[config.mk]
export PLATFORM = sky130hd
export DESIGN_NAME = mux_uart_flat
export DESIGN_NICKNAME = d
export VERILOG_FILES = /design/src/rtl/mux_uart_pkg.sv /design/src/rtl/mux_uart_if.sv /design/src/rtl/mux_uart_rx.sv /design/src/rtl/mux_uart.sv /design/src/flat_wrapper.sv
export SDC_FILE = /design/constraint.sdc
export NUM_CORES = 1
export LEC_CHECK = 0
export CAP_MARGIN = 5
export CORE_AREA = 2 2 57 59
export DETAILED_ROUTE_END_ITERATION = 10
export DIE_AREA = 0 0 59 61
export PLACE_DENSITY = 0.8
export RECOVER_POWER = 100
export SLEW_MARGIN = 30
export SYNTH_ARGS = -nofsm -noshare
export SYNTH_HDL_FRONTEND = slang
export SYNTH_SLANG_ARGS = --single-unit
[constraint.sdc]
create_clock -name clock -period 4.1 [get_ports clock]
set_input_delay 0.615 -clock clock [delete_from_list [all_inputs] [get_ports clock]]
set_output_delay 0.615 -clock clock [all_outputs]
set_load 0.02 [all_outputs]
[src/rtl/mux_uart_pkg.sv]
// mux_uart_pkg
// Shared definitions for the MUX channel 0 serial port controller:
//   - register offsets relative to the BASE address
//   - bit positions inside the status register
//   - state encodings for the transmit and receive state machines
package mux_uart_pkg;

  // Register offsets from BASE
  localparam int STATUS_OFS = 0;
  localparam int DATA_OFS   = 1;

  // Status register bit positions
  localparam int ST_RXAV  = 0;
  localparam int ST_TXRDY = 1;
  localparam int ST_OVR   = 2;

  typedef enum logic [1:0] {
    TX_IDLE,
    TX_START,
    TX_DATA,
    TX_STOP
  } txState_e;

  typedef enum logic [1:0] {
    RX_IDLE,
    RX_START,
    RX_DATA,
    RX_STOP
  } rxState_e;

endpackage

[src/rtl/mux_uart_if.sv]
// mux_uart_if
// CPU6 bus view of the serial port registers.
//   address   CPU6 bus address (driven by the CPU)
//   write_en  write strobe, sampled on the rising clock edge
//   data_in   write data
//   data_out  register read data (0 when the port is not selected)
//   sel       high when address hits the status or data register
// Modports: master = CPU side, slave = the serial port.
interface mux_uart_if;

  logic [15:0] address;
  logic        write_en;
  logic [7:0]  data_in;
  logic [7:0]  data_out;
  logic        sel;

  modport master (
    output address,
    output write_en,
    output data_in,
    input  data_out,
    input  sel
  );

  modport slave (
    input  address,
    input  write_en,
    input  data_in,
    output data_out,
    output sel
  );

endinterface

[src/rtl/mux_uart_rx.sv]
// mux_uart_rx
// 8N1 serial receiver used when MUX_RX_EN is defined.
//   clock      system clock
//   reset      asynchronous active-high reset
//   rxd        asynchronous serial input (idle high)
//   rx_byte    last correctly framed byte
//   rx_strobe  one-cycle pulse when rx_byte has just been updated
// A falling edge on the synchronised line starts a frame. The start bit is
// rechecked half a bit later so that all following samples land mid-bit;
// a frame whose stop bit reads 0 is dropped without a strobe.
module mux_uart_rx
  import mux_uart_pkg::*;
#(
  parameter int CLKS_PER_BIT = 16
) (
  input  logic       clock,
  input  logic       reset,
  input  logic       rxd,
  output logic [7:0] rx_byte,
  output logic       rx_strobe
);

  localparam int CW = $clog2(CLKS_PER_BIT);
  localparam logic [CW-1:0] BAUD_LAST = CW'(CLKS_PER_BIT - 1);
  localparam logic [CW-1:0] HALF_LAST = CW'(CLKS_PER_BIT / 2 - 1);

  logic           rxMeta_q;
  logic           rxSync_q;
  logic           rxPrev_q;
  rxState_e       state_q;
  logic [CW-1:0]  baudCnt_q;
  logic [2:0]     bitCnt_q;
  logic [7:0]     shift_q;
  logic [7:0]     byte_q;
  logic           strobe_q;

  // Two-flop synchroniser plus one extra stage for falling-edge detection.
  // Reset to the idle-high line level so reset release is not seen as a start.
  always_ff @(posedge clock or posedge reset) begin
    if (reset) begin
      rxMeta_q <= 1'b1;
      rxSync_q <= 1'b1;
      rxPrev_q <= 1'b1;
    end else begin
      rxMeta_q <= rxd;
      rxSync_q <= rxMeta_q;
      rxPrev_q <= rxSync_q;
    end
  end

  // Receive FSM with bit-timing counter; strobe and byte are registered.
  always_ff @(posedge clock or posedge reset) begin
    if (reset) begin
      state_q   <= RX_IDLE;
      baudCnt_q <= '0;
      bitCnt_q  <= '0;
      shift_q   <= '0;
      byte_q    <= '0;
      strobe_q  <= 1'b0;
    end else begin
      strobe_q <= 1'b0;
      case (state_q)
        RX_IDLE: begin
          baudCnt_q <= '0;
          if (rxPrev_q && !rxSync_q) begin
            state_q <= RX_START;
          end
        end
        RX_START: begin
          if (baudCnt_q == HALF_LAST) begin
            baudCnt_q <= '0;
            bitCnt_q  <= '0;
            // A line back high at mid start bit was a glitch, not a frame
            state_q   <= rxSync_q ? RX_IDLE : RX_DATA;
          end else begin
            baudCnt_q <= baudCnt_q + CW'(1);
          end
        end
        RX_DATA: begin
          if (baudCnt_q == BAUD_LAST) begin
            baudCnt_q <= '0;
            shift_q   <= {rxSync_q, shift_q[7:1]};
            bitCnt_q  <= bitCnt_q + 3'd1;
            if (bitCnt_q == 3'd7) begin
              state_q <= RX_STOP;
            end
          end else begin
            baudCnt_q <= baudCnt_q + CW'(1);
          end
        end
        RX_STOP: begin
          if (baudCnt_q == BAUD_LAST) begin
            baudCnt_q <= '0;
            state_q   <= RX_IDLE;
            if (rxSync_q) begin
              byte_q   <= shift_q;
              strobe_q <= 1'b1;
            end
          end else begin
            baudCnt_q <= baudCnt_q + CW'(1);
          end
        end
        default: state_q <= RX_IDLE;
      endcase
    end
  end

  assign rx_byte   = byte_q;
  assign rx_strobe = strobe_q;

endmodule

[src/rtl/mux_uart.sv]
// mux_uart
// Memory-mapped serial port for MUX channel 0 on the CPU6 bus.
//   clock  system clock
//   reset  asynchronous active-high reset
//   bus    CPU6 register bus (mux_uart_if.slave): BASE = status, BASE+1 = data
//   txd    serial transmit, 8N1, idle high
//   rxd    serial receive (only used when MUX_RX_EN is defined)
// Status bits: 0 RX_AVAIL, 1 TX_READY, 2 RX_OVERRUN.
// Optional feature macro: MUX_RX_EN enables the receiver (mux_uart_rx).
module mux_uart
  import mux_uart_pkg::*;
#(
  parameter logic [15:0] BASE         = 16'hF200,
  parameter int          CLKS_PER_BIT = 16
) (
  input  logic      clock,
  input  logic      reset,
  mux_uart_if.slave bus,
  output logic      txd,
  input  logic      rxd
);

  localparam int CW = $clog2(CLKS_PER_BIT);
  localparam logic [CW-1:0] BAUD_LAST   = CW'(CLKS_PER_BIT - 1);
  localparam logic [15:0]   STATUS_ADDR = BASE + 16'(STATUS_OFS);
  localparam logic [15:0]   DATA_ADDR   = BASE + 16'(DATA_OFS);

  logic hitStatus;
  logic hitData;
  logic wrData;

  assign hitStatus = (bus.address == STATUS_ADDR);
  assign hitData   = (bus.address == DATA_ADDR);
  assign bus.sel   = hitStatus | hitData;
  assign wrData    = hitData & bus.write_en;

  // ---------------------------------------------------------------- transmit
  txState_e       txState_q;
  logic [CW-1:0]  baudCnt_q;
  logic [2:0]     bitCnt_q;
  logic [7:0]     shift_q;
  logic           txd_q;
  logic [7:0]     hold_q;
  logic           txReady_q;
  logic           baudDone;
  logic           txLoad_d;

  assign baudDone = (baudCnt_q == BAUD_LAST);

  // The holding register moves into the shifter either from idle or right at
  // the end of a stop bit, which is what makes back-to-back frames gapless.
  assign txLoad_d = !txReady_q &&
                    ((txState_q == TX_IDLE) || (txState_q == TX_STOP && baudDone));

  // Holding register: filled by a CPU write only while empty; a transfer to
  // the shifter empties it. Both cannot happen in one cycle since a transfer
  // requires it to be full.
  always_ff @(posedge clock or posedge reset) begin
    if (reset) begin
      txReady_q <= 1'b1;
      hold_q    <= '0;
    end else if (txLoad_d) begin
      txReady_q <= 1'b1;
    end else if (wrData && txReady_q) begin
      hold_q    <= bus.data_in;
      txReady_q <= 1'b0;
    end
  end

  // Transmit FSM; txd is registered so the line never glitches.
  always_ff @(posedge clock or posedge reset) begin
    if (reset) begin
      txState_q <= TX_IDLE;
      baudCnt_q <= '0;
      bitCnt_q  <= '0;
      shift_q   <= '0;
      txd_q     <= 1'b1;
    end else begin
      case (txState_q)
        TX_IDLE: begin
          baudCnt_q <= '0;
          if (txLoad_d) begin
            txState_q <= TX_START;
            shift_q   <= hold_q;
            txd_q     <= 1'b0;
          end
        end
        TX_START: begin
          if (baudDone) begin
            baudCnt_q <= '0;
            bitCnt_q  <= '0;
            txState_q <= TX_DATA;
            txd_q     <= shift_q[0];
          end else begin
            baudCnt_q <= baudCnt_q + CW'(1);
          end
        end
        TX_DATA: begin
          if (baudDone) begin
            baudCnt_q <= '0;
            bitCnt_q  <= bitCnt_q + 3'd1;
            shift_q   <= {1'b0, shift_q[7:1]};
            if (bitCnt_q == 3'd7) begin
              txState_q <= TX_STOP;
              txd_q     <= 1'b1;
            end else begin
              txd_q <= shift_q[1];
            end
          end else begin
            baudCnt_q <= baudCnt_q + CW'(1);
          end
        end
        TX_STOP: begin
          if (baudDone) begin
            baudCnt_q <= '0;
            if (txLoad_d) begin
              txState_q <= TX_START;
              shift_q   <= hold_q;
              txd_q     <= 1'b0;
            end else begin
              txState_q <= TX_IDLE;
            end
          end else begin
            baudCnt_q <= baudCnt_q + CW'(1);
          end
        end
        default: begin
          txState_q <= TX_IDLE;
          txd_q     <= 1'b1;
        end
      endcase
    end
  end

  assign txd = txd_q;

  // ----------------------------------------------------------------- receive
  logic       rxAvail;
  logic       rxOverrun;
  logic [7:0] rxData;

`ifdef MUX_RX_EN
  logic [7:0] rxByte;
  logic       rxStrobe;
  logic       rdHit;
  logic       rdHitPrev_q;
  logic       rdClear;
  logic       rxAvail_q;
  logic       rxOverrun_q;
  logic [7:0] rxData_q;

  mux_uart_rx #(
    .CLKS_PER_BIT(CLKS_PER_BIT)
  ) uRx (
    .clock    (clock),
    .reset    (reset),
    .rxd      (rxd),
    .rx_byte  (rxByte),
    .rx_strobe(rxStrobe)
  );

  // Flags clear only on the rising edge of a data-register read, so a CPU
  // that parks on BASE+1 clears them exactly once.
  assign rdHit   = hitData & ~bus.write_en;
  assign rdClear = rdHit & ~rdHitPrev_q;

  // Receive data register and status flags. A new byte always wins; if it
  // arrives while the previous byte is being read, that read consumed the
  // old byte, so no overrun is flagged.
  always_ff @(posedge clock or posedge reset) begin
    if (reset) begin
      rdHitPrev_q <= 1'b0;
      rxAvail_q   <= 1'b0;
      rxOverrun_q <= 1'b0;
      rxData_q    <= '0;
    end else begin
      rdHitPrev_q <= rdHit;
      if (rxStrobe) begin
        rxData_q    <= rxByte;
        rxAvail_q   <= 1'b1;
        rxOverrun_q <= rdClear ? 1'b0 : (rxOverrun_q | rxAvail_q);
      end else if (rdClear) begin
        rxAvail_q   <= 1'b0;
        rxOverrun_q <= 1'b0;
      end
    end
  end

  assign rxAvail   = rxAvail_q;
  assign rxOverrun = rxOverrun_q;
  assign rxData    = rxData_q;
`else
  logic unusedRxd;
  assign unusedRxd = rxd;
  assign rxAvail   = 1'b0;
  assign rxOverrun = 1'b0;
  assign rxData    = 8'h00;
`endif

  // ------------------------------------------------------------ read mux
  logic [7:0] statusByte;

  always_comb begin
    statusByte           = '0;
    statusByte[ST_RXAV]  = rxAvail;
    statusByte[ST_TXRDY] = txReady_q;
    statusByte[ST_OVR]   = rxOverrun;
  end

  assign bus.data_out = hitStatus ? statusByte :
                        hitData   ? rxData     : 8'h00;

endmodule

[src/flat_wrapper.sv]
// flat-port wrapper written by rule: the top's interface ports become plain ports
module mux_uart_flat import mux_uart_pkg::*;
#(
  parameter logic [15:0] BASE         = 16'hF200,
  parameter int          CLKS_PER_BIT = 16
)
  (clock, reset, txd, rxd, bus_address, bus_write_en, bus_data_in, bus_data_out, bus_sel);
  mux_uart_if bus_i ();
  input  logic clock;
  input  logic reset;
  output logic txd;
  input  logic rxd;
  input wire logic [$bits(bus_i.address)-1:0] bus_address;
  input wire logic [$bits(bus_i.write_en)-1:0] bus_write_en;
  input wire logic [$bits(bus_i.data_in)-1:0] bus_data_in;
  output wire logic [$bits(bus_i.data_out)-1:0] bus_data_out;
  output wire logic [$bits(bus_i.sel)-1:0] bus_sel;
  assign bus_i.address = bus_address;
  assign bus_i.write_en = bus_write_en;
  assign bus_i.data_in = bus_data_in;
  assign bus_data_out = bus_i.data_out;
  assign bus_sel = bus_i.sel;
  mux_uart #(.BASE(BASE), .CLKS_PER_BIT(CLKS_PER_BIT)) u_core (.clock(clock), .reset(reset), .bus(bus_i), .txd(txd), .rxd(rxd));
endmodule
After elaboration in Yosys (flattened, before gate mapping)
Index checks and enable logic that the tools add are counted.
{"block": "op_classes", "n_addsub": 2, "eq_ne": 12, "n_mux": 25, "n_bitwise": 3, "reduce_logical": 15}
{"operator": "$eq 16x16->1 const B", "n": 2}
{"operator": "$mux 8", "n": 3}
{"operator": "$pmux 8 s3", "n": 1}
{"operator": "$mux 2", "n": 6}
{"operator": "$ne 2x1->1 const B", "n": 5}
{"operator": "$reduce_and 3->1", "n": 3}
{"operator": "$mux 1", "n": 8}
{"operator": "$pmux 2 s4", "n": 1}
{"operator": "$pmux 4 s2", "n": 1}
{"operator": "$mux 3", "n": 2}
{"operator": "$pmux 3 s2", "n": 1}
{"operator": "$reduce_and 5->1", "n": 1}
{"operator": "$add 4x1->4 const B", "n": 1}
{"operator": "$eq 2x2->1 const B", "n": 2}
{"operator": "$eq 4x4->1 const B", "n": 1}
{"operator": "$mux 4", "n": 1}
{"operator": "$pmux 1 s4", "n": 1}
{"operator": "$reduce_bool 2->1", "n": 2}
{"operator": "$add 3x1->3 const B", "n": 1}
{"operator": "$eq 3x3->1 const B", "n": 1}
{"operator": "$logic_and 1x1->1", "n": 3}
{"operator": "$reduce_bool 3->1", "n": 1}
{"operator": "$reduce_or 3->1", "n": 1}
{"operator": "$eq 2x1->1 const B", "n": 1}
{"operator": "other kinds (7)", "n": 7}
{"block": "word_totals", "ff_bits": 27, "inputBits": 28, "out_inout_bits": 10, "elab_cells": 64}

Logic depth before layout (Yosys ltp)
Gate-level depths: netlist (run 1).
{"block": "depth", "word_depth": 7, "ltp_mapped": 7, "depth_no_buf": 6}

Worst setup path after synthesis (run 1)
No wires, ideal clock.
{"block": "synth_timing", "path_kind": "input -> output", "startpoint": "in bus_address[8]", "endpoint": "out bus_data_out[1]", "t_arrival_ns": 1.552, "t_required_ns": 3.485, "path_slack_ns": 1.933, "cell_stages": 3, "n_path_buf": 0, "cell_sequence": "nor4b_1 -> nand4_1 -> nor3_1"}
{"block": "synth_between", "elab_chain_cells": 2}
{"item": "start, declared", "line": "flat_wrapper.sv:13", "rtl": "input wire logic [$bits(bus_i.address)-1:0] bus_address;"}
{"item": "$eq 16x16->1", "line": "mux_uart.sv:32", "rtl": "assign hitStatus = (bus.address == STATUS_ADDR);"}
{"item": "$mux 2", "line": "mux_uart.sv:210", "rtl": "assign bus.data_out = hitStatus ? statusByte :"}
{"item": "end, declared", "line": "flat_wrapper.sv:16", "rtl": "output wire logic [$bits(bus_i.data_out)-1:0] bus_data_out;"}
No other way between the ends.

Worst setup path in the final report (run 1)
Ends and elaborated chain as after synthesis.

==> flow_metrics.env, run 1 <==
export IMPL_rows=20
export IMPL_die_h_microns=61
export IMPL_num_nets_final=189
export IMPL_p_leak_nw=0.828
export IMPL_max_freq_ghz=0.321
export IMPL_cts_buffers_inserted=3
export IMPL_cp_required_ns=3.48
export IMPL_cts_root_buffer_cell="clkbuf_4"
export IMPL_synth_cells=123
export IMPL_cp_end_kind="output port"
export IMPL_synth_async_reset_ratio_pct=100
export IMPL_drt_iter0_markers=33
export IMPL_tns_ns=0
export IMPL_hold_buffers=0
export IMPL_crit_path_max_fanout=3
export IMPL_layout_min_cycle_time_ns=3.12
export IMPL_grt_max_degree=28
export IMPL_grt_pass1_vias=1031
export IMPL_cp_arrival_ns=2.50
export IMPL_post_route_drc_count=0
export IMPL_start_util_pct=48.7
export IMPL_synth_top_area_share_pct=43.5
export IMPL_dpl_cell_count=181
export IMPL_yosysTopAreaCell="dfrtp_1"
export IMPL_cts_resized=0
export IMPL_ant_nets=0
export IMPL_synth_cell_types=38
export IMPL_stdcell_count=185
export IMPL_clockBufferDepth=2
export IMPL_post_drt_wl_per_cell_microns=13.4
export IMPL_drtPass1Iterations=4
export IMPL_drive_gt1_share_pct=18.4
export IMPL_synthToLayoutAreaGrowth_pct=20.5
export IMPL_wl_mm=2.49
export IMPL_grt_overflow=0
export IMPL_hold_slack_ns=0.514
export IMPL_dp_hpwl_mm=1.96
export IMPL_dieWidth_microns=59
export IMPL_final_setup_skew_ns=0.00522
export IMPL_cellPowerDensity_nw_per_um2=395
export IMPL_place_area_sq_um=1720
export IMPL_syn_avg_cell_area_sq_um=11.7
export IMPL_final_period_utilization_pct=76.1
export IMPL_maxCapViolCount=0
export IMPL_io_buffers=29
export IMPL_dieArea_sq_um=3600
export IMPL_synth_edf_count=0
export IMPL_cts_sinks=27
export IMPL_netlist_area_sq_um=1440
export IMPL_slew_viol_final=0
export IMPL_antenna_found_initial=0
export IMPL_clk_pin_slew_ns=0.14
export IMPL_relSlewSlack_pct=34.9
export IMPL_cts_tree="yes"
export IMPL_yosys_most_used_dff="dfrtp_1"
export IMPL_setup_violations=0
export IMPL_peakVddDrop_v=0.000281
export IMPL_post_cts_setup_buffers=0
export IMPL_critPathKind="in -> out"
export IMPL_run_status="finished, final reports clean"
export IMPL_ys_ff_latch=27
export IMPL_fin_area_sq_um=1730
export IMPL_diodes=0
export IMPL_ys_top_cells_by_area="dfrtp_1 (44%), mux2_2 (17%), ha_1 (7.0%), buf_4 (3.7%), dfstp_2 (3.7%)"
export IMPL_fill_cells=269
export IMPL_vias_per_cell=5.46
export IMPL_tightest_slew_ns=0.975
export IMPL_hold_viol=0
export IMPL_gp_congestion=0.847
export IMPL_via_count=1010
export IMPL_grtUsageTotal_pct=16.3
export IMPL_io_pins=38
export IMPL_grt_first_pass_wirelength_mm=4.40
export IMPL_ys_warn_count=0
export IMPL_start_kind="primary input"
export IMPL_cts_htree_levels=1
export IMPL_core_area_sq_um=2950
export IMPL_worst_hold_path_type="reg -> reg"
export IMPL_ys_seq_area_share_pct=47.2
export IMPL_clk_latency_ns=0.32
export IMPL_rsz0062_at_grt="no"
## power by group
group | leakage (nW) | internal [mW] | switching (mW) | total, mW
registers | 0.362 | 0.293 | 0.0279 | 0.321
logic | 0.451 | 0.119 | 0.134 | 0.254
clock network | 0.0150 | 0.0381 | 0.0726 | 0.111
## cell families (layout without fill, tap and decap cells)
kind of cell / Yosys count / in the layout / synth area share [%]
other cells: 1 / 7 / 0.261
simple gates: 25 / 25 / 10.1
flops: 27 / 27 / 47.2
fa+ha+maj: 8 / 8 / 6.96
xor+xnor: 1 / 1 / 0.609
compound gates: 20 / 20 / 9.84
buf+inv: 18 / 41 / 7.05
mux: 23 / 23 / 18.0
## path summary, 6_finish.rpt
| check | start | end | slack [ns] | depth (start not counted) |
|---|---|---|---|---|
| hold / removal | u_core.baudCnt_q[0]$_DFF_PP0_ | u_core.baudCnt_q[0]$_DFF_PP0_ | 0.51 | 1 |
| setup reg to reg | u_core.txState_q[0]$_DFFE_PP0P_ | u_core.shift_q[6]$_DFFE_PP0P_ | 1.33 | 6 |
| max in group asynchronous | reset | u_core.baudCnt_q[2]$_DFF_PP0_ | 2.56 | 2 |
| setup / recovery | bus_address[8] | bus_data_out[1] | 0.98 | 5 |
| hold reg to reg | u_core.baudCnt_q[0]$_DFF_PP0_ | u_core.baudCnt_q[0]$_DFF_PP0_ | 0.51 | 1 |
| min in group asynchronous | reset | u_core.hold_q[2]$_DFFE_PP0P_ | 0.95 | 2 |
## area by class of cell
cell class	instances	area [sq um]	area share (%)
Timing Repair Buffer	29	290	16.8
Multi-Input combinational cell	84	667	38.5
Tap cell	33	41.3	2.38
Clock buffer	4	26.3	1.52
Inverter	8	30.0	1.73
Sequential cell	27	678	39.1
## cell usage in the layout, fill, tap and decap left out, types with 2 or more instances in the layout
master	n
dfrtp_1	25
clkdlybuf4s50_1	24
mux2_2	22
inv_1	8
ha_1	8
conb_1	7
o21ai_0	6
dlygate4sd3_1	5
nor2_1	4
a21oi_1	4
nor3_1	3
nand2_1	3
clkbuf_4	3
nand4_1	2
nand3_1	2
nor4b_1	2
and3_1	2
a32o_1	2
dfstp_2	2
## synthesized netlist by cell type (2+ instances only)
library cell  instances
nand3_1               2
ha_1                  8
nand2_1               3
clkbuf_1              2
nor3_1                3
inv_1                 8
a32o_1                2
nor2_1                3
dfrtp_1              25
a21oi_1               3
nor4b_1               2
buf_4                 7
o21ai_0               6
mux2_2               22
nand4_1               2
dfstp_2               2
and3_1                2
## metal layers
| layer | wire length, microns | track usage [%] | part of all wire [%] | vias to the layer above |
|---|---|---|---|---|
| met4 | 23 | 5.19 | 0.92 | 0 |
| li1 | - | - | - | 484 |
| met3 | 57 | 2.56 | 2.3 | 4 |
| met5 | 0 | 0 | 0 | - |
| met2 | 1330 | 30.6 | 53 | 18 |
| met1 | 1080 | 19.0 | 43 | 504 |
## sequential cells by signal, summed over array words and instances (netlist names)
name / flops
u_core.hold_q: 8
u_core.shift_q: 8
u_core.baudCnt_q: 4
u_core.bitCnt_q: 3
u_core.txState_q: 2
u_core.txReady_q: 1
u_core.txd: 1
## stage by stage
step | utilization [%] | power, mW | setup WS, ns
5_1_grt | 58.7 | 0.731 | 0.744
3_3_place_gp | 58.3 | 0.567 | 1.12
3_5_place_dp | 58.3 | 0.582 | 1.10
4_1_cts | 59.2 | 0.694 | 1.10
2_1_floorplan | - | 0.526 | 1.93
6_report | 58.7 | 0.685 | 0.982
## critical path, stage by stage
cell and delay, ns:
dlygate4sd3_1 0.53, nor4b_1 0.30, nand4_1 0.19, nor3_1 0.17, dlygate4sd3_1 0.69
Power figures use the tool's default switching activity.
==> run 2: changes to the inputs <==
- CORE_AREA: 2 2 57 59 -> 2 2 61 63
- DIE_AREA: 0 0 59 61 -> 0 0 63 65
- PLACE_DENSITY: 0.8 -> 0.73
- clock period: 4.1 -> 2.7 ns (I/O delays scaled with it)
==> flow_metrics.env, run 2 (synthesized netlist as in run 1, its figures left out) <==
export IMPL_run_status="finished, final reports clean"
export IMPL_grt_pass1_vias=1078
export IMPL_mostFrequentLayoutCells="clkdlybuf4s50_1 (25), dfrtp_1 (25), mux2_2 (22)"
export IMPL_timing_critical_path_cells="clkdlybuf4s50_1 > nor4b_2 > nand4_1 > inv_1 > dlygate4sd3_1"
export IMPL_drive_gt1_share_pct=19.5
export IMPL_post_drt_wl_per_cell_microns=13.1
export IMPL_power_switching_uw=366
export IMPL_p_seq_share_pct=46.2
export IMPL_drt_iter0_markers=19
export IMPL_pre_cts_slack_ns=0.0696
export IMPL_drtPass1Iterations=4
export IMPL_setup_slack_ns=0.239
export IMPL_peakVddDrop_v=0.000309
export IMPL_relSlewSlack_pct=5.28
export IMPL_power_internal_uw=686
export IMPL_critPathMaxStageDelay_ns=0.67
export IMPL_synthToLayoutAreaGrowth_pct=23.2
export IMPL_seqCellArea_sq_um=678
export IMPL_post_route_drc_count=0
export IMPL_multi_input_area_sq_um=684
export IMPL_hold_viol=0
export IMPL_clockBufferDepth=2
export IMPL_cts_htree_levels=1
export IMPL_worst_hold_path_type="reg -> reg"
export IMPL_fill_cells=332
export IMPL_setup_violations=0
export IMPL_layout_min_cycle_time_ns=2.46
export IMPL_clk_pin_slew_ns=0.14
export IMPL_crit_path_max_fanout=3
export IMPL_rows=22
export IMPL_cts_sinks=27
export IMPL_slew_viol_final=0
export IMPL_tns_ns=0
export IMPL_tightest_slew_ns=1.42
export IMPL_cellPowerDensity_nw_per_um2=595
export IMPL_start_kind="primary input"
export IMPL_antenna_found_initial=0
export IMPL_cts_resized=0
export IMPL_cp_slowest_cell="dlygate4sd3_1"
export IMPL_clk_latency_ns=0.32
export IMPL_max_freq_ghz=0.406
export IMPL_reg_largest_list="u_core.hold_q x8, u_core.shift_q x8, u_core.baudCnt_q x4"
export IMPL_core_area_sq_um=3500
export IMPL_p_leak_nw=0.826
export IMPL_diodes=0
export IMPL_combPwrFrac_pct=37.6
export IMPL_final_period_utilization_pct=91.2
export IMPL_start_util_pct=41.1
export IMPL_via_count=1007
export IMPL_io_pins=38
export IMPL_switching_share_pct=34.8
export IMPL_p_clk_share_pct=16.3
export IMPL_dpl_cell_count=198
export IMPL_ant_nets=0
export IMPL_post_cts_setup_buffers=0
export IMPL_grtUsageTotal_pct=14.3
export IMPL_cts_tree="yes"
export IMPL_maxCapViolCount=0
export IMPL_final_setup_skew_ns=0.00170
export IMPL_gp_congestion=0.923
export IMPL_cp_arrival_ns=2.06
export IMPL_dieArea_sq_um=4100
export IMPL_io_buffers=29
export IMPL_hold_buffers=0
export IMPL_grt_overflow=0
export IMPL_cts_buffers_inserted=3
export IMPL_cts_root_buffer_cell="clkbuf_4"
export IMPL_stdcell_count=202
export IMPL_die_h_microns=65
export IMPL_grt_first_pass_wirelength_mm=4.63
export IMPL_cp_end_kind="output port"
export IMPL_num_nets_final=191
export IMPL_wl_mm=2.65
export IMPL_fin_area_sq_um=1770
export IMPL_critPathKind="in -> out"
export IMPL_dieWidth_microns=63
export IMPL_cp_required_ns=2.30
export IMPL_vias_per_cell=4.99
export IMPL_dp_hpwl_mm=2.07
export IMPL_place_area_sq_um=1750
export IMPL_rsz0062_at_grt="no"
export IMPL_grt_max_degree=28
## run 2: changes by cell type in the layout (fill, tap and decap cells not counted)
cell	change
a21oi_1	-1
a21oi_4	+1
clkdlybuf4s50_1	+1
nor4b_2	+1
dlygate4sd3_1	-2
nor4b_1	-1
clkbuf_1	+3
## run 2: layout make-up
class,count,area share [%]
Clock buffer,4,1.48
Inverter,8,1.70
Multi-Input combinational cell,84,38.7
Sequential cell,27,38.3
Tap cell,48,3.39
Timing Repair Buffer,31,16.5
## run 2: through the flow
stage / hold slack (ns) / util, % / power, mW
5_1_grt: 0.530 / 50.6 / 1.14
2_1_floorplan: 0.456 / - / 0.799
6_report: 0.509 / 50.6 / 1.05
4_1_cts: 0.417 / 50.9 / 1.07
3_5_place_dp: 0.480 / 50.2 / 0.897
3_3_place_gp: 0.477 / 50.2 / 0.875
## run 2: metal layers
| metal | part of all wire (%) | GRT usage, % | up-vias |
|---|---|---|---|
| met1 | 41 | 15.9 | 501 |
| met5 | 0 | 0 | - |
| met2 | 56 | 26.7 | 13 |
| met3 | 2.6 | 2.26 | 2 |
| met4 | 0.45 | 6.39 | 0 |
| li1 | - | - | 491 |
## run 2: final timing paths
path	from	endpoint	slack [ns]	cells after the start
min	u_core.shift_q[0]$_DFFE_PP0P_	u_core.shift_q[0]$_DFFE_PP0P_	0.51	1
max	bus_address[8]	bus_sel	0.24	5
max reg2reg	u_core.txState_q[0]$_DFFE_PP0P_	u_core.shift_q[6]$_DFFE_PP0P_	0.37	6
min in group asynchronous	reset	u_core.shift_q[5]$_DFFE_PP0P_	0.98	3
min reg2reg	u_core.shift_q[0]$_DFFE_PP0P_	u_core.shift_q[0]$_DFFE_PP0P_	0.51	1
max in group asynchronous	reset	u_core.hold_q[0]$_DFFE_PP0P_	0.90	3
## run 2: power groups by stage
stage / sequential, mW / clock, mW / combinational (mW)
2_1_floorplan: 0.483 / 0 / 0.315
3_3_place_gp: 0.489 / 0 / 0.386
3_5_place_dp: 0.495 / 0 / 0.402
4_1_cts: 0.486 / 0.183 / 0.404
5_1_grt: 0.494 / 0.197 / 0.450
6_report: 0.486 / 0.171 / 0.395
## run 2: critical path: cells and delay by family
kind	cells	cell delay (ns)
and+or+nand+nor	2	0.48
buffers and inverters	3	1.17
